[src/rtl/fifo_rd_pkg.sv]
// Shared constants and helpers for the FIFO read-side unload stage.
// The statistics counters are compiled in only with FIFO_RD_STATS_EN defined.
package fifo_rd_pkg;

   localparam int unsigned DATA_WIDTH_DEF = 8;
   localparam int unsigned SKID_DEPTH_DEF = 3;
   localparam int unsigned STAT_W         = 32;
   localparam logic [STAT_W-1:0] STAT_MAX = '1;

   // Bits needed to index 'value' entries; never less than one.
   function automatic int unsigned clog2(input int unsigned value);
      int unsigned w;
      w = 1;
      while ((32'd1 << w) < value) w++;
      return w;
   endfunction

endpackage

[src/rtl/fifo_rd_stream_if.sv]
// FIFO read port plus valid/ready output stream seen by fifo_rd_stream.
// master = the unload stage, slave = FIFO read side and downstream sink.
interface fifo_rd_stream_if
   import fifo_rd_pkg::*;
#(
   parameter int unsigned DATA_WIDTH = DATA_WIDTH_DEF
) ();

   logic                  r_empty;
   logic                  r_en;
   logic                  r_valid;
   logic [DATA_WIDTH-1:0] r_data;
   logic                  m_valid;
   logic [DATA_WIDTH-1:0] m_data;
   logic                  m_ready;

   modport master (
      input  r_empty, r_valid, r_data, m_ready,
      output r_en, m_valid, m_data
   );

   modport slave (
      output r_empty, r_valid, r_data, m_ready,
      input  r_en, m_valid, m_data
   );

endinterface

[src/rtl/fifo_rd_skid_buf.sv]
// Circular skid buffer: storage, wrapping pointers and occupancy count.
// Depth need not be a power of two; pointers wrap explicitly.
module fifo_rd_skid_buf
   import fifo_rd_pkg::*;
#(
   parameter int unsigned DATA_WIDTH = DATA_WIDTH_DEF,
   parameter int unsigned SKID_DEPTH = SKID_DEPTH_DEF
) (
   input  logic                                  clk,
   input  logic                                  rst_n,
   input  logic                                  i_wr_en,
   input  logic [DATA_WIDTH-1:0]                 i_wr_data,
   input  logic                                  i_rd_en,
   output logic [clog2(SKID_DEPTH + 1)-1:0]      o_count,
   output logic [DATA_WIDTH-1:0]                 o_rd_data_c
);

   localparam int unsigned PTR_W = clog2(SKID_DEPTH);
   localparam int unsigned CNT_W = clog2(SKID_DEPTH + 1);

   logic [DATA_WIDTH-1:0] r_mem [SKID_DEPTH];
   logic [PTR_W-1:0]      r_wr_ptr;
   logic [PTR_W-1:0]      r_rd_ptr;
   logic [CNT_W-1:0]      r_count;

   function automatic logic [PTR_W-1:0] ptr_inc(input logic [PTR_W-1:0] p);
      return (p == PTR_W'(SKID_DEPTH - 1)) ? '0 : p + PTR_W'(1);
   endfunction

   always_ff @(posedge clk or negedge rst_n) begin
      if (!rst_n) begin
         r_wr_ptr <= '0;
         r_rd_ptr <= '0;
         r_count  <= '0;
         for (int i = 0; i < int'(SKID_DEPTH); i++) r_mem[i] <= '0;
      end else begin
         if (i_wr_en) begin
            // Credit accounting upstream must never let a capture hit a full buffer.
            assert (r_count != CNT_W'(SKID_DEPTH));
            r_mem[r_wr_ptr] <= i_wr_data;
            r_wr_ptr        <= ptr_inc(r_wr_ptr);
         end
         if (i_rd_en) r_rd_ptr <= ptr_inc(r_rd_ptr);
         case ({i_wr_en, i_rd_en})
            2'b10:   r_count <= r_count + CNT_W'(1);
            2'b01:   r_count <= r_count - CNT_W'(1);
            default: r_count <= r_count;
         endcase
      end
   end

   assign o_count     = r_count;
   assign o_rd_data_c = r_mem[r_rd_ptr];

endmodule

[src/rtl/fifo_rd_stream.sv]
// Read-side unload stage: pops the async FIFO under credit control and presents a
// valid/ready stream. Optional statistics counters with FIFO_RD_STATS_EN.
module fifo_rd_stream
   import fifo_rd_pkg::*;
#(
   parameter int unsigned DATA_WIDTH = DATA_WIDTH_DEF,
   parameter int unsigned SKID_DEPTH = SKID_DEPTH_DEF
) (
   input  logic              r_clk,
   input  logic              r_rst_n,
`ifdef FIFO_RD_STATS_EN
   input  logic              stat_clr,
   output logic [STAT_W-1:0] stat_words,
   output logic [STAT_W-1:0] stat_stall,
`endif
   fifo_rd_stream_if.master  bus
);

   localparam int unsigned CNT_W = clog2(SKID_DEPTH + 1);

   logic [CNT_W-1:0] w_count;
   logic [CNT_W:0]   w_occ;
   logic             w_credit;
   logic             w_xfer;
   logic             r_inflight;

   // Pop only when occupancy plus the word already in flight leaves room.
   assign w_occ    = (CNT_W + 1)'(w_count) + (CNT_W + 1)'(r_inflight);
   assign w_credit = !bus.r_empty && (w_occ < (CNT_W + 1)'(SKID_DEPTH));

   assign bus.r_en    = r_rst_n && w_credit;
   assign bus.m_valid = (w_count != '0);
   assign w_xfer      = bus.m_valid && bus.m_ready;

   always_ff @(posedge r_clk or negedge r_rst_n) begin
      if (!r_rst_n) r_inflight <= 1'b0;
      else          r_inflight <= w_credit;
   end

   fifo_rd_skid_buf #(
      .DATA_WIDTH (DATA_WIDTH),
      .SKID_DEPTH (SKID_DEPTH)
   ) u_buf (
      .clk         (r_clk),
      .rst_n       (r_rst_n),
      .i_wr_en     (bus.r_valid),
      .i_wr_data   (bus.r_data),
      .i_rd_en     (w_xfer),
      .o_count     (w_count),
      .o_rd_data_c (bus.m_data)
   );

`ifdef FIFO_RD_STATS_EN
   logic [STAT_W-1:0] r_stat_words;
   logic [STAT_W-1:0] r_stat_stall;

   // Saturating counters; clear wins over any increment in the same cycle.
   always_ff @(posedge r_clk or negedge r_rst_n) begin
      if (!r_rst_n) begin
         r_stat_words <= '0;
         r_stat_stall <= '0;
      end else if (stat_clr) begin
         r_stat_words <= '0;
         r_stat_stall <= '0;
      end else begin
         if (w_xfer && (r_stat_words != STAT_MAX))
            r_stat_words <= r_stat_words + STAT_W'(1);
         if (bus.m_valid && !bus.m_ready && (r_stat_stall != STAT_MAX))
            r_stat_stall <= r_stat_stall + STAT_W'(1);
      end
   end

   assign stat_words = r_stat_words;
   assign stat_stall = r_stat_stall;
`else
   // Statistics absent: datapath above is unchanged.
`endif

endmodule
[src/flat_wrapper.sv]
// flat-port wrapper written by rule: the top's interface ports become plain ports
module fifo_rd_stream_flat import fifo_rd_pkg::*;
#(
   parameter int unsigned DATA_WIDTH = DATA_WIDTH_DEF,
   parameter int unsigned SKID_DEPTH = SKID_DEPTH_DEF
)
  (r_clk, r_rst_n, bus_r_empty, bus_r_valid, bus_r_data, bus_m_ready, bus_r_en, bus_m_valid, bus_m_data);
  fifo_rd_stream_if #(.DATA_WIDTH(DATA_WIDTH)) bus_i ();
  input  logic r_clk;
  input  logic r_rst_n;
  input wire logic [$bits(bus_i.r_empty)-1:0] bus_r_empty;
  input wire logic [$bits(bus_i.r_valid)-1:0] bus_r_valid;
  input wire logic [$bits(bus_i.r_data)-1:0] bus_r_data;
  input wire logic [$bits(bus_i.m_ready)-1:0] bus_m_ready;
  output wire logic [$bits(bus_i.r_en)-1:0] bus_r_en;
  output wire logic [$bits(bus_i.m_valid)-1:0] bus_m_valid;
  output wire logic [$bits(bus_i.m_data)-1:0] bus_m_data;
  assign bus_i.r_empty = bus_r_empty;
  assign bus_i.r_valid = bus_r_valid;
  assign bus_i.r_data = bus_r_data;
  assign bus_i.m_ready = bus_m_ready;
  assign bus_r_en = bus_i.r_en;
  assign bus_m_valid = bus_i.m_valid;
  assign bus_m_data = bus_i.m_data;
  fifo_rd_stream #(.DATA_WIDTH(DATA_WIDTH), .SKID_DEPTH(SKID_DEPTH)) u_core (.r_clk(r_clk), .r_rst_n(r_rst_n), .bus(bus_i));
endmodule
[config.mk]
export PLATFORM = sky130hd
export DESIGN_NAME = fifo_rd_stream_flat
export DESIGN_NICKNAME = d
export VERILOG_FILES = /design/src/rtl/fifo_rd_pkg.sv /design/src/rtl/fifo_rd_stream_if.sv /design/src/rtl/fifo_rd_skid_buf.sv /design/src/rtl/fifo_rd_stream.sv /design/src/flat_wrapper.sv
export SDC_FILE = /design/constraint.sdc
export NUM_CORES = 1
export LEC_CHECK = 0
export CAP_MARGIN = 20
export CORE_MARGIN = 1
export CORE_UTILIZATION = 49
export CTS_BUF_LIST = sky130_fd_sc_hd__clkbuf_4
export CTS_CLUSTER_DIAMETER = 100
export DETAILED_ROUTE_END_ITERATION = 10
export HOLD_SLACK_MARGIN = 0.06
export PLACE_DENSITY_LB_ADDON = 0.08
export SLEW_MARGIN = 5
export SYNTH_ARGS = -nofsm -noshare
export SYNTH_HDL_FRONTEND = slang
export SYNTH_HIERARCHICAL = 1
export SYNTH_SLANG_ARGS = --single-unit
export TNS_END_PERCENT = 1
[constraint.sdc]
create_clock -name r_clk -period 1.6 [get_ports r_clk]
set_clock_uncertainty 0.2 [all_clocks]
set_input_delay 0.32 -clock r_clk [delete_from_list [all_inputs] [get_ports r_clk]]
set_output_delay 0.32 -clock r_clk [all_outputs]
set_load 0.1 [all_outputs]
# --- After elaboration in Yosys (flattened, before gate mapping) ---
# Cells that the tools add are included.
op_classes:
  n_mux: 9
  add_sub_neg: 5
  n_bitwise: 2
  magnitude_cmp: 4
  reduce_logical: 7
  n_eq_ne: 4
ops:
  columns: ["cell", "n"]
  rows:
  - ["24-bit bitwise mux", 1]
  - ["8-bit 2-to-1 mux", 3]
  - ["8-bit binary-select mux with 2-bit select", 1]
  - ["8-bit demux with 2-bit select", 1]
  - ["2-bit by 1-bit adder with 2-bit output, second input constant", 3]
  - ["2-bit == test, second input constant", 3]
  - ["3-bit >= comparator, second input constant", 2]
  - ["2-bit inverter with 3-bit output", 2]
  - ["1-bit logical AND", 4]
  - ["2-bit 2-to-1 mux", 2]
  - ["2-bit case mux with 2 select lines", 1]
  - ["2-bit nonzero test", 2]
  - ["2-bit by 1-bit adder with 3-bit output", 1]
  - ["3-bit by 1-bit less-than comparator with 1-bit output, second input constant", 1]
  - ["3-bit by 2-bit less-than comparator with 1-bit output, second input constant", 1]
  - ["2-bit by 1-bit == test with 1-bit output, second input constant", 1]
  - ["2-bit by 1-bit subtractor with 2-bit output, second input constant", 1]
  - ["1-bit logical NOT", 1]
totals:
  register_bits: 31
  in_bits: 13
  elab_cells: 38

# --- Longest topological paths before layout ---
logic_depth:
  ltp_word: 6
  depth_mapped: 6

# --- Modules after synthesis ---
# The synthesis kept the hierarchy.
by_module_without_submodules:
  columns: ["mod", "seq_area_each_um2", "area_per_inst_um2", "instances", "cells_each"]
  rows:
  - ["fifo_rd_skid_buf", 750.7, 1341.3, 1, 98]
  - ["fifo_rd_stream", 25.0, 81.3, 1, 7]

# --- Worst setup path after synthesis ---
# OpenSTA, ideal clock, no wires.
synth_path:
  path_type: "flip-flop to output port"
  from: "register u_core.u_buf.r_rd_ptr[1]"
  to: "output bus_m_data[0]"
  path_stages_with_launch: 4
  required_ns: 1.080
  slack_ns: -1.706
  arrival_ns: 2.786
  path_cell_list: "dfrtp_1 buf_2 mux2i_1 o21ai_0"
synth_between:
  elab_chain_len: 4
synth_lines:
  columns: ["element", "line", "text"]
  rows:
  - ["start, declared", "fifo_rd_skid_buf.sv:23", "logic [PTR_W-1:0] r_rd_ptr;"]
  - ["start signal, assigned", "fifo_rd_skid_buf.sv:43", "if (i_rd_en) r_rd_ptr <= ptr_inc(r_rd_ptr);"]
  - ["2-bit inverter with 3-bit output (implied by the code)", "fifo_rd_skid_buf.sv:53", "assign o_rd_data_c = r_mem[r_rd_ptr];"]
  - ["8-bit binary-select mux with 2-bit select", "fifo_rd_skid_buf.sv:53", null]
  - ["8-bit 2-to-1 mux (implied by the code) (2 in a row)", "fifo_rd_skid_buf.sv:53", null]
  - ["end, declared", "flat_wrapper.sv:17", "output wire logic [$bits(bus_i.m_data)-1:0] bus_m_data;"]
# Every way passes these cells. The select of a mux whose other input is x is not followed.

# --- Worst setup path after layout ---
layout_path:
  from: "register u_core.u_buf.r_count[0], in the netlist u_core/u_buf/o_count[0]"
  to: "output bus_r_en"
layout_between:
  elab_chain_len: 4
layout_lines:
  columns: ["element", "line", "text"]
  rows:
  - ["start, declared", "fifo_rd_skid_buf.sv:24", "logic [CNT_W-1:0] r_count;"]
  - ["start signal, assigned", "fifo_rd_skid_buf.sv:45", "2'b10: r_count <= r_count + CNT_W'(1);"]
  - ["start signal, assigned", "fifo_rd_skid_buf.sv:46", "2'b01: r_count <= r_count - CNT_W'(1);"]
  - ["start signal, assigned", "fifo_rd_skid_buf.sv:47", "default: r_count <= r_count;"]
  - ["2-bit by 1-bit adder with 3-bit output", "fifo_rd_stream.sv:28", "assign w_occ = (CNT_W + 1)'(w_count) + (CNT_W + 1)'(r_inflight);"]
  - ["3-bit by 2-bit less-than comparator with 1-bit output", "fifo_rd_stream.sv:29", "assign w_credit = !bus.r_empty && (w_occ < (CNT_W + 1)'(SKID_DEPTH));"]
  - ["1-bit logical AND", "fifo_rd_stream.sv:29", null]
  - ["via u_core.w_credit", "fifo_rd_stream.sv:23", "logic w_credit;"]
  - ["1-bit logical AND", "fifo_rd_stream.sv:31", "assign bus.r_en = r_rst_n && w_credit;"]
  - ["end, declared", "flat_wrapper.sv:15", "output wire logic [$bits(bus_i.r_en)-1:0] bus_r_en;"]
# The timed path passes the listed nets, and every way through them passes these cells.

==> run metrics <==
first-pass GRT wire length 5.04 mm; GP Congestion 0.732; Post-synth top flop dfrtp_1; Synth Register Bits 31; crit share post-route 138%; Avg Inst Size Synth 13.5 um^2; vias post-DR 968; critical path endpoint category primary output; PortBufs 22; clock buffer count from CTS 5; Core Area 0.00276 mm^2; Yosys top cell area share 54.5%; H-Tree Depth 2; max-cap violation count 0; Fillers 176; Worst Hold Class in2reg; Post-synth top cells dfrtp_1, mux2_2, o21ai_0; Detail Route Antenna Nets 0; Syn Nets 121; Area contributors post-synth dfrtp_1, mux2_2, mux2_4, mux2i_1, o21ai_0; RSZ-0062 raised after global routing yes; nets 163; vias per inst 5.41; count leader, synth dfrtp_1; failing checks negative setup slack; Slew HR 74.1%; antenna cells 0; Yosys top cell by area dfrtp_1; setup ws final -604 ps; Starting Density 51.6%; Avg WL per Cell 16.5 um; fin. max-slew vios 0; Async S/R FF share, synth 100%; clk_lat worst skew 320 ps; die height 55.9 um; Worst Path Required 1080 ps; part of the Yosys area used for sequential elements 54.5%; Total Wirelength 2.95 mm; antenna violations before repair 0; largest fanout on the critical path 2; critical path class reg2out; number of clock sinks 31; Synth Instances 105; largest net degree at the start of global routing 32; CTS tree done; status finished with violations; DRC violations left 0; share of cells above drive strength 1 59.5%; Max Root-Sink Buffers 2; Root Buffer clkbuf_4; Post-synth EDFFs 0; Ys Warns 6; Non-Filler Instances 179; Netlist Area Pre-Place 0.00142 mm^2; Tot GR Track Use 22.2%; Inst Count DP 171; Overflow after GRT 0; First-pass DRT Iterations 4; Layout area overhead 49.0%; Final Hold Fails 0; Worst Reg-to-Reg Cells 7; io pins 23; Yosys cell types 23; total die area 0.00312 mm^2; die width 55.9 um; starting DRC count in detailed routing 15; vias in the first global route 1014; min Tclk post-route 2200 ps; Detailed Place HPWL 2.16 mm; maximum clock rate 454 MHz; # setup viols final 16; setup bufs post-CTS 0; Worst-Margin Slew 389 ps; Hold Crit Depth 3; clock slew at the register clock pins of the worst setup and hold paths 80 ps; Worst setup SP type register; Worst R2R Setup Slack -160 ps; Critical Path AT 1680 ps; Rows 19
-- per-layer routing --
metal	up-vias	GRT usage, %	part of all wire [%]
met5	-	0	0
met4	0	7.67	2.2
met3	7	8.84	4.7
met2	23	32.4	49
met1	485	30.5	44
li1	453	-	-
-- sequential cells by signal, indices dropped and copies added, names as in the netlist --
| signal | count |
|---|---|
| u_core/u_buf/r_mem | 24 |
| u_core/r_inflight | 1 |
| u_core/u_buf/o_count | 2 |
| u_core/u_buf/r_wr_ptr | 2 |
| u_core/u_buf/r_rd_ptr | 2 |
-- cells in the final DEF, fill, tap and decap left out, types with 2 or more instances in the layout --
cell type / netlist / final
and2_4: 0 / 2
buf_12: 0 / 10
buf_4: 0 / 15
buf_6: 1 / 2
clkbuf_4: 0 / 7
clkdlybuf4s50_1: 0 / 11
dfrtp_1: 31 / 31
ha_4: 0 / 2
mux2_2: 18 / 18
mux2_4: 8 / 8
mux2i_2: 0 / 8
nand2_1: 8 / 8
nor2_1: 2 / 2
o21ai_4: 0 / 8
xnor2_1: 2 / 2
-- critical path, stage by stage, from the launching register on --
cell and delay (ps):
dfrtp_1 400, ha_2 190, ha_4 220, a211oi_4 200
and2_4 180, buf_12 160
-- path summary, 6_finish.rpt --
| path | startpoint | to |
|---|---|---|
| min in group asynchronous | r_rst_n | u_core/u_buf/r_mem[1]$_DFFE_PN0P_ |
| max | u_core/u_buf/o_count[0]$_DFFE_PN0P_ | bus_r_en |
| max reg2reg | u_core/u_buf/o_count[0]$_DFFE_PN0P_ | u_core/u_buf/o_count[1]$_DFFE_PN0P_ |
| min | bus_r_valid | u_core/u_buf/r_wr_ptr[1]$_DFFE_PN0P_ |
| max in group asynchronous | r_rst_n | u_core/r_inflight$_DFF_PN0_ |
| min reg2reg | u_core/u_buf/r_mem[15]$_DFFE_PN0P_ | u_core/u_buf/r_mem[15]$_DFFE_PN0P_ |
-- cell type report --
| class | count | area, um^2 | share of cell area (%) |
|---|---|---|---|
| sequential | 31 | 776 | 36.6 |
| timing repair buffer | 39 | 454 | 21.4 |
| multi-input combinational | 68 | 786 | 37.1 |
| inverter | 2 | 7.51 | 0.354 |
| tap | 31 | 38.8 | 1.83 |
| clock inverter | 1 | 5.00 | 0.236 |
| clock buffer | 7 | 52.6 | 2.48 |
-- what timing repair did --
action                     in CTS  in global routing
resized for setup               9                  6
setup endpoints to repair      27                 22
pin swaps                       3                  2
hold buffers                    0                  0
-- logic make-up after synthesis --
family                   share of synthesized area (%)
adder cells (fa/ha/maj)                           2.64
flip-flops                                        54.5
buffers and inverters                             2.20
XOR/XNOR                                          1.85
AND/OR/NAND/NOR                                   5.89
multiplexers                                      28.3
AO/OA/AOI/OAI                                     4.57
-- per-stage QoR --
stage | setup TNS [ps] | instance area, um^2 | setup WS [ps] | util [%] | hold WS [ps]
after floorplan | -2360 | 1540 | -258 | - | -176
after global placement | -7930 | 2000 | -362 | 72.5 | 288
after detailed placement | -8530 | 2000 | -380 | 72.5 | 294
after CTS | -4240 | 2090 | -608 | 75.9 | 237
after global routing | -5250 | 2120 | -696 | 76.9 | 246
final | -4110 | 2120 | -604 | 76.9 | 247
Power is left out: the tool's default activity adds up to more than one toggle a clock period on the data nets, which glitch-free logic cannot reach.
